===== src/rtl/kernel_loader.sv =====
// Streams 64-bit kernel rows into the dual-port kernel SRAM, pairing rows k and 8+k of each 16-row block.
// Define KLOAD_CHECKSUM_EN to build the XOR checksum driven on load_sum.
`ifndef KMEM_ADDR_WIDTH
`define KMEM_ADDR_WIDTH 12
`endif

module kernel_loader (
   input  logic                          clk,
   input  logic                          rst,
   input  logic                          load_st,
   input  logic [`KMEM_ADDR_WIDTH-4:0]   Base_addr,
   input  logic [9:0]                    Block_count,
   input  logic [63:0]                   in_data,
   input  logic                          in_valid,
   output logic                          in_ready,
   output logic [`KMEM_ADDR_WIDTH-1:0]   kernel_wa1,
   output logic [`KMEM_ADDR_WIDTH-1:0]   kernel_wa2,
   output logic [63:0]                   kernel_wd1,
   output logic [63:0]                   kernel_wd2,
   output logic                          kernel_wen1,
   output logic                          kernel_wen2,
   output logic                          load_busy,
   output logic                          load_done,
   output logic [63:0]                   load_sum
);

   localparam int unsigned AW = `KMEM_ADDR_WIDTH;
   localparam int unsigned RW = AW - 3;

   typedef enum logic [1:0] {IDLE, FILL, PAIR, DONE} state_e;

   state_e          state_q, state_d;
   logic [2:0]      k_q, k_d;
   logic [RW-1:0]   base_q, base_d;
   logic [9:0]      blocks_q, blocks_d;
   logic            wen_q, wen_d;
   logic [AW-1:0]   wa1_q, wa1_d, wa2_q, wa2_d;
   logic [63:0]     wd1_q, wd1_d, wd2_q, wd2_d;
   logic [63:0]     hold_q [8];
   logic            hold_we;
   logic            hs;
   logic [RW-1:0]   row1, row2;

   assign in_ready  = (state_q == FILL) || (state_q == PAIR);
   assign load_busy = (state_q != IDLE);
   assign load_done = (state_q == DONE);
   assign hs        = in_valid && in_ready;
   assign row1      = base_q + RW'(k_q);
   assign row2      = row1 + RW'(8);

   always_comb begin
      state_d  = state_q;
      k_d      = k_q;
      base_d   = base_q;
      blocks_d = blocks_q;
      wen_d    = 1'b0;
      wa1_d    = wa1_q;
      wa2_d    = wa2_q;
      wd1_d    = wd1_q;
      wd2_d    = wd2_q;
      hold_we  = 1'b0;
      case (state_q)
         IDLE: begin
            if (load_st) begin
               if (Block_count != 10'd0) begin
                  state_d  = FILL;
                  k_d      = 3'd0;
                  base_d   = Base_addr;
                  blocks_d = Block_count;
               end else begin
                  state_d = DONE;
               end
            end
         end
         FILL: begin
            if (hs) begin
               hold_we = 1'b1;
               k_d     = k_q + 3'd1;
               if (k_q == 3'd7) state_d = PAIR;
            end
         end
         PAIR: begin
            if (hs) begin
               wen_d = 1'b1;
               wa1_d = {row1, 3'b000};
               wa2_d = {row2, 3'b000};
               wd1_d = hold_q[k_q];
               wd2_d = in_data;
               k_d   = k_q + 3'd1;
               // blocks_q counts the block in flight, so 1 means this is the last one
               if (k_q == 3'd7) begin
                  if (blocks_q != 10'd1) begin
                     blocks_d = blocks_q - 10'd1;
                     base_d   = base_q + RW'(16);
                     state_d  = FILL;
                  end else begin
                     state_d = DONE;
                  end
               end
            end
         end
         DONE: state_d = IDLE;
         default: state_d = IDLE;
      endcase
   end

   always_ff @(posedge clk) begin
      if (rst) begin
         state_q  <= IDLE;
         k_q      <= '0;
         base_q   <= '0;
         blocks_q <= '0;
         wen_q    <= 1'b0;
         wa1_q    <= '0;
         wa2_q    <= '0;
         wd1_q    <= '0;
         wd2_q    <= '0;
      end else begin
         state_q  <= state_d;
         k_q      <= k_d;
         base_q   <= base_d;
         blocks_q <= blocks_d;
         wen_q    <= wen_d;
         wa1_q    <= wa1_d;
         wa2_q    <= wa2_d;
         wd1_q    <= wd1_d;
         wd2_q    <= wd2_d;
      end
   end

   always_ff @(posedge clk) begin
      if (hold_we) hold_q[k_q] <= in_data;
   end

   assign kernel_wen1 = wen_q;
   assign kernel_wen2 = wen_q;
   assign kernel_wa1  = wa1_q;
   assign kernel_wa2  = wa2_q;
   assign kernel_wd1  = wd1_q;
   assign kernel_wd2  = wd2_q;

`ifdef KLOAD_CHECKSUM_EN
   logic [63:0] sum_q;

   always_ff @(posedge clk) begin
      if (rst)                              sum_q <= '0;
      else if (state_q == IDLE && load_st)  sum_q <= '0;
      else if (hs)                          sum_q <= sum_q ^ in_data;
   end

   assign load_sum = sum_q;
`else
   assign load_sum = '0;
`endif

endmodule


===== config.mk =====
export PLATFORM = sky130hd
export DESIGN_NAME = kernel_loader
export DESIGN_NICKNAME = d
export VERILOG_FILES = /design/src/rtl/kernel_loader.sv
export SDC_FILE = /design/constraint.sdc
export NUM_CORES = 1
export LEC_CHECK = 0
export ABC_AREA = 1
export ABC_CLOCK_PERIOD_IN_PS = 11200
export CORE_UTILIZATION = 45
export CTS_CLUSTER_SIZE = 30
export DETAILED_ROUTE_END_ITERATION = 8
export GPL_ROUTABILITY_DRIVEN = 0
export PLACE_DENSITY = 0.76
export REMOVE_ABC_BUFFERS = 1
export SKIP_CTS_REPAIR_TIMING = 1
export SLEW_MARGIN = 20
export SYNTH_ARGS = -nofsm -noshare
export SYNTH_HDL_FRONTEND = slang
export SYNTH_SLANG_ARGS = --single-unit

===== constraint.sdc =====
create_clock -name clk -period 11.2 [get_ports clk]
set_input_delay 2.8 -clock clk [delete_from_list [all_inputs] [get_ports clk]]
set_output_delay 2.8 -clock clk [all_outputs]
set_load 0.005 [all_outputs]

==> metrics.txt <==
status=finished, final reports clean; multi-input logic area=6833 sq um; Ys Warns=0; Final HPWL DP=33990 microns; Antenna Cells=0; Slew Viols, Final=0; DIE WIDTH=245.4 microns; # nets final=2521; All-Layer GR Usage=20.87%; setup TNS=0 ps; Initial DRC Count=1578; vias in the first global route=17730; reported max-cap violation count=0; IO Port Bufs=237; Synth area leaders=edfxtp_1, dfxtp_1, o21ai_0; Pwr Total=6614 uW; # rows=88; fin util=54.42%; VDD IR max=0.1241 mV; Power Dens Cells=209.0 nW/um^2; num ports=308; Reg area=18740 sq um; Die Height=245.4 microns; Detailed Routing Iterations Pass 1=6; clk sinks=680; clock skew=18.09 ps; Initial Util=45.87%; drt total wl=63040 microns; DP Worst Slack=5165 ps; Fmax=183.8 MHz; Synth top area share=57.65%; P&R area growth vs syn=18.64%; FFs w/ async S/R, synth=0%; CP arrival=5920 ps; total CTS buffers=71; Synth Instances=2235; H-tree depth=3; Slew @ Worst Pin=1125 ps; syn avg cell area=11.93 sq um; post-layout worst setup margin=5760 ps; Max-slew headroom=24.97%; CTS Buffer Depth=3; Worst setup SP type=input port; first-pass GRT wire length=97740 microns; Routed Antenna Nets=0; Synth Flop Type=edfxtp_1; endpoints failing setup=0; largest net degree at the start of global routing=132; FILL cells=4690; Die Area=60240 sq um; drt wl/cell=19.43 microns; post-synthesis cell type count=39; Post-synth EDFFs=512; grt ovf=0; design area=31640 sq um; Clock transition at path regs=60 ps; root buffer cell=clkbuf_16; worst-path maximum fanout=113; Final Cycle Share=48.57%; Final Hold Viols=0; worst hold path type=flip-flop to flip-flop; worst skew pair latency=590 ps; DRC violations left=0; area leader, netlist=edfxtp_1; Core Area=58140 sq um; share of layout cells above drive strength 1=6.091%; post-route minimum period=5440 ps; CP required=11680 ps; Worst setup EP type=flip-flop; CP Class=input port to flip-flop; initial antenna violation count=1; Vias=17670; Leakage=0.01104 uW; unrepaired setup endpoints after global routing=false; placed standard-cell area=29250 sq um; Synth Cell Area=26670 sq um; sequential area share after synthesis=70.26%; #FFs+latches synth=680; Via density=5.446; CTS tree=built
==> stage by stage <==
step / instances / hold WS [ps]
2_1_floorplan: 2092 / 435.4
3_3_place_gp: 3112 / 450.3
3_5_place_dp: 3112 / 461.6
4_1_cts: 3244 / 472.3
5_1_grt: 3244 / 514.9
6_report: 3244 / 470.9
==> state kept, by name, summed over array words and instances (netlist names) <==
| register | cells |
|---|---|
| base_q | 9 |
| blocks_q | 10 |
| hold_q | 512 |
| k_q | 3 |
| kernel_wa1 | 6 |
| kernel_wa2 | 9 |
| kernel_wd1 | 64 |
| kernel_wd2 | 64 |
| kernel_wen1 | 1 |
| state_q | 2 |
==> cells by family (layout without fill, tap and decap cells) <==
logic type / after synthesis / after routing / share of synthesized area (%)
AND/OR/NAND/NOR: 625 / 625 / 9.126
flip-flops: 680 / 680 / 70.26
buffers and inverters: 263 / 438 / 5.414
adder cells (fa/ha/maj): 14 / 14 / 0.6850
other: 1 / 70 / 0.01406
AO/OA/AOI/OAI: 648 / 648 / 14.36
XOR/XNOR: 3 / 3 / 0.09854
multiplexers: 1 / 1 / 0.03754
==> cell usage after synthesis (7+ instances only) <==
master,count
a21oi_1,26
buf_2,54
buf_4,89
buf_6,7
clkbuf_1,61
dfxtp_1,168
edfxtp_1,512
ha_1,13
inv_1,44
nand2_1,74
nand3_1,24
nand4_1,7
nor2_1,506
o21ai_0,391
o21ai_1,89
o21ba_1,63
o221ai_1,63
==> critical path, stage by stage <==
cell and delay (ps):
clkdlybuf4s50_1 580, nand2_1 140, nor2_4 110, buf_4 730
buf_4 910, o21ai_0 270, o21ba_1 250
==> cell usage in the layout (no fill, tap or decap), types with 2 or more instances in the layout <==
| master | count |
|---|---|
| a211oi_1 | 5 |
| a21oi_1 | 26 |
| a31oi_1 | 4 |
| buf_4 | 16 |
| buf_6 | 2 |
| bufinv_16 | 6 |
| clkbuf_1 | 14 |
| clkbuf_16 | 76 |
| clkbuf_8 | 8 |
| clkdlybuf4s50_1 | 237 |
| clkinv_1 | 11 |
| clkinv_2 | 12 |
| conb_1 | 70 |
| dfxtp_1 | 167 |
| edfxtp_1 | 512 |
| ha_1 | 13 |
| inv_1 | 43 |
| inv_2 | 5 |
| inv_6 | 5 |
| nand2_1 | 73 |
| nand3_1 | 24 |
| nand4_1 | 7 |
| nor2_1 | 496 |
| nor2_4 | 12 |
| nor3_1 | 4 |
| o211ai_1 | 3 |
| o21ai_0 | 391 |
| o21ai_1 | 89 |
| o21ba_1 | 63 |
| o221ai_1 | 63 |
| o31ai_1 | 2 |
| or2_2 | 2 |
| xor2_1 | 3 |
==> per-layer routing <==
metal | global-route usage, % | share of wire (%)
met1 | 26.76 | 41
met2 | 35.34 | 48
met3 | 4.496 | 8.6
met4 | 6.394 | 1.9
met5 | 0 | 0
==> power by group <==
part / total [uW] / switching, uW / internal (uW)
clock network: 2380 / 952 / 1430
logic: 1250 / 822 / 432
registers: 2980 / 119 / 2860
==> final timing paths <==
kind	from	end	slack, ps	cells past startpoint
setup reg to reg	k_q[0]	kernel_wd1[15]	7130	6
hold / removal	base_q[2]	base_q[2]	470	2
setup / recovery	in_valid	kernel_wd1[9]	5760	7
hold reg to reg	base_q[2]	base_q[2]	470	2
==> layout make-up <==
type | instances | area share, %
clock buffers | 98 | 6.525
inverters | 51 | 0.6327
well taps | 765 | 3.025
clock inverters | 34 | 1.036
repair buffers | 255 | 7.949
flip-flops and latches | 680 | 59.24
multi-input cells | 1361 | 21.60
Note: power is estimated with default switching activity, not from simulation.
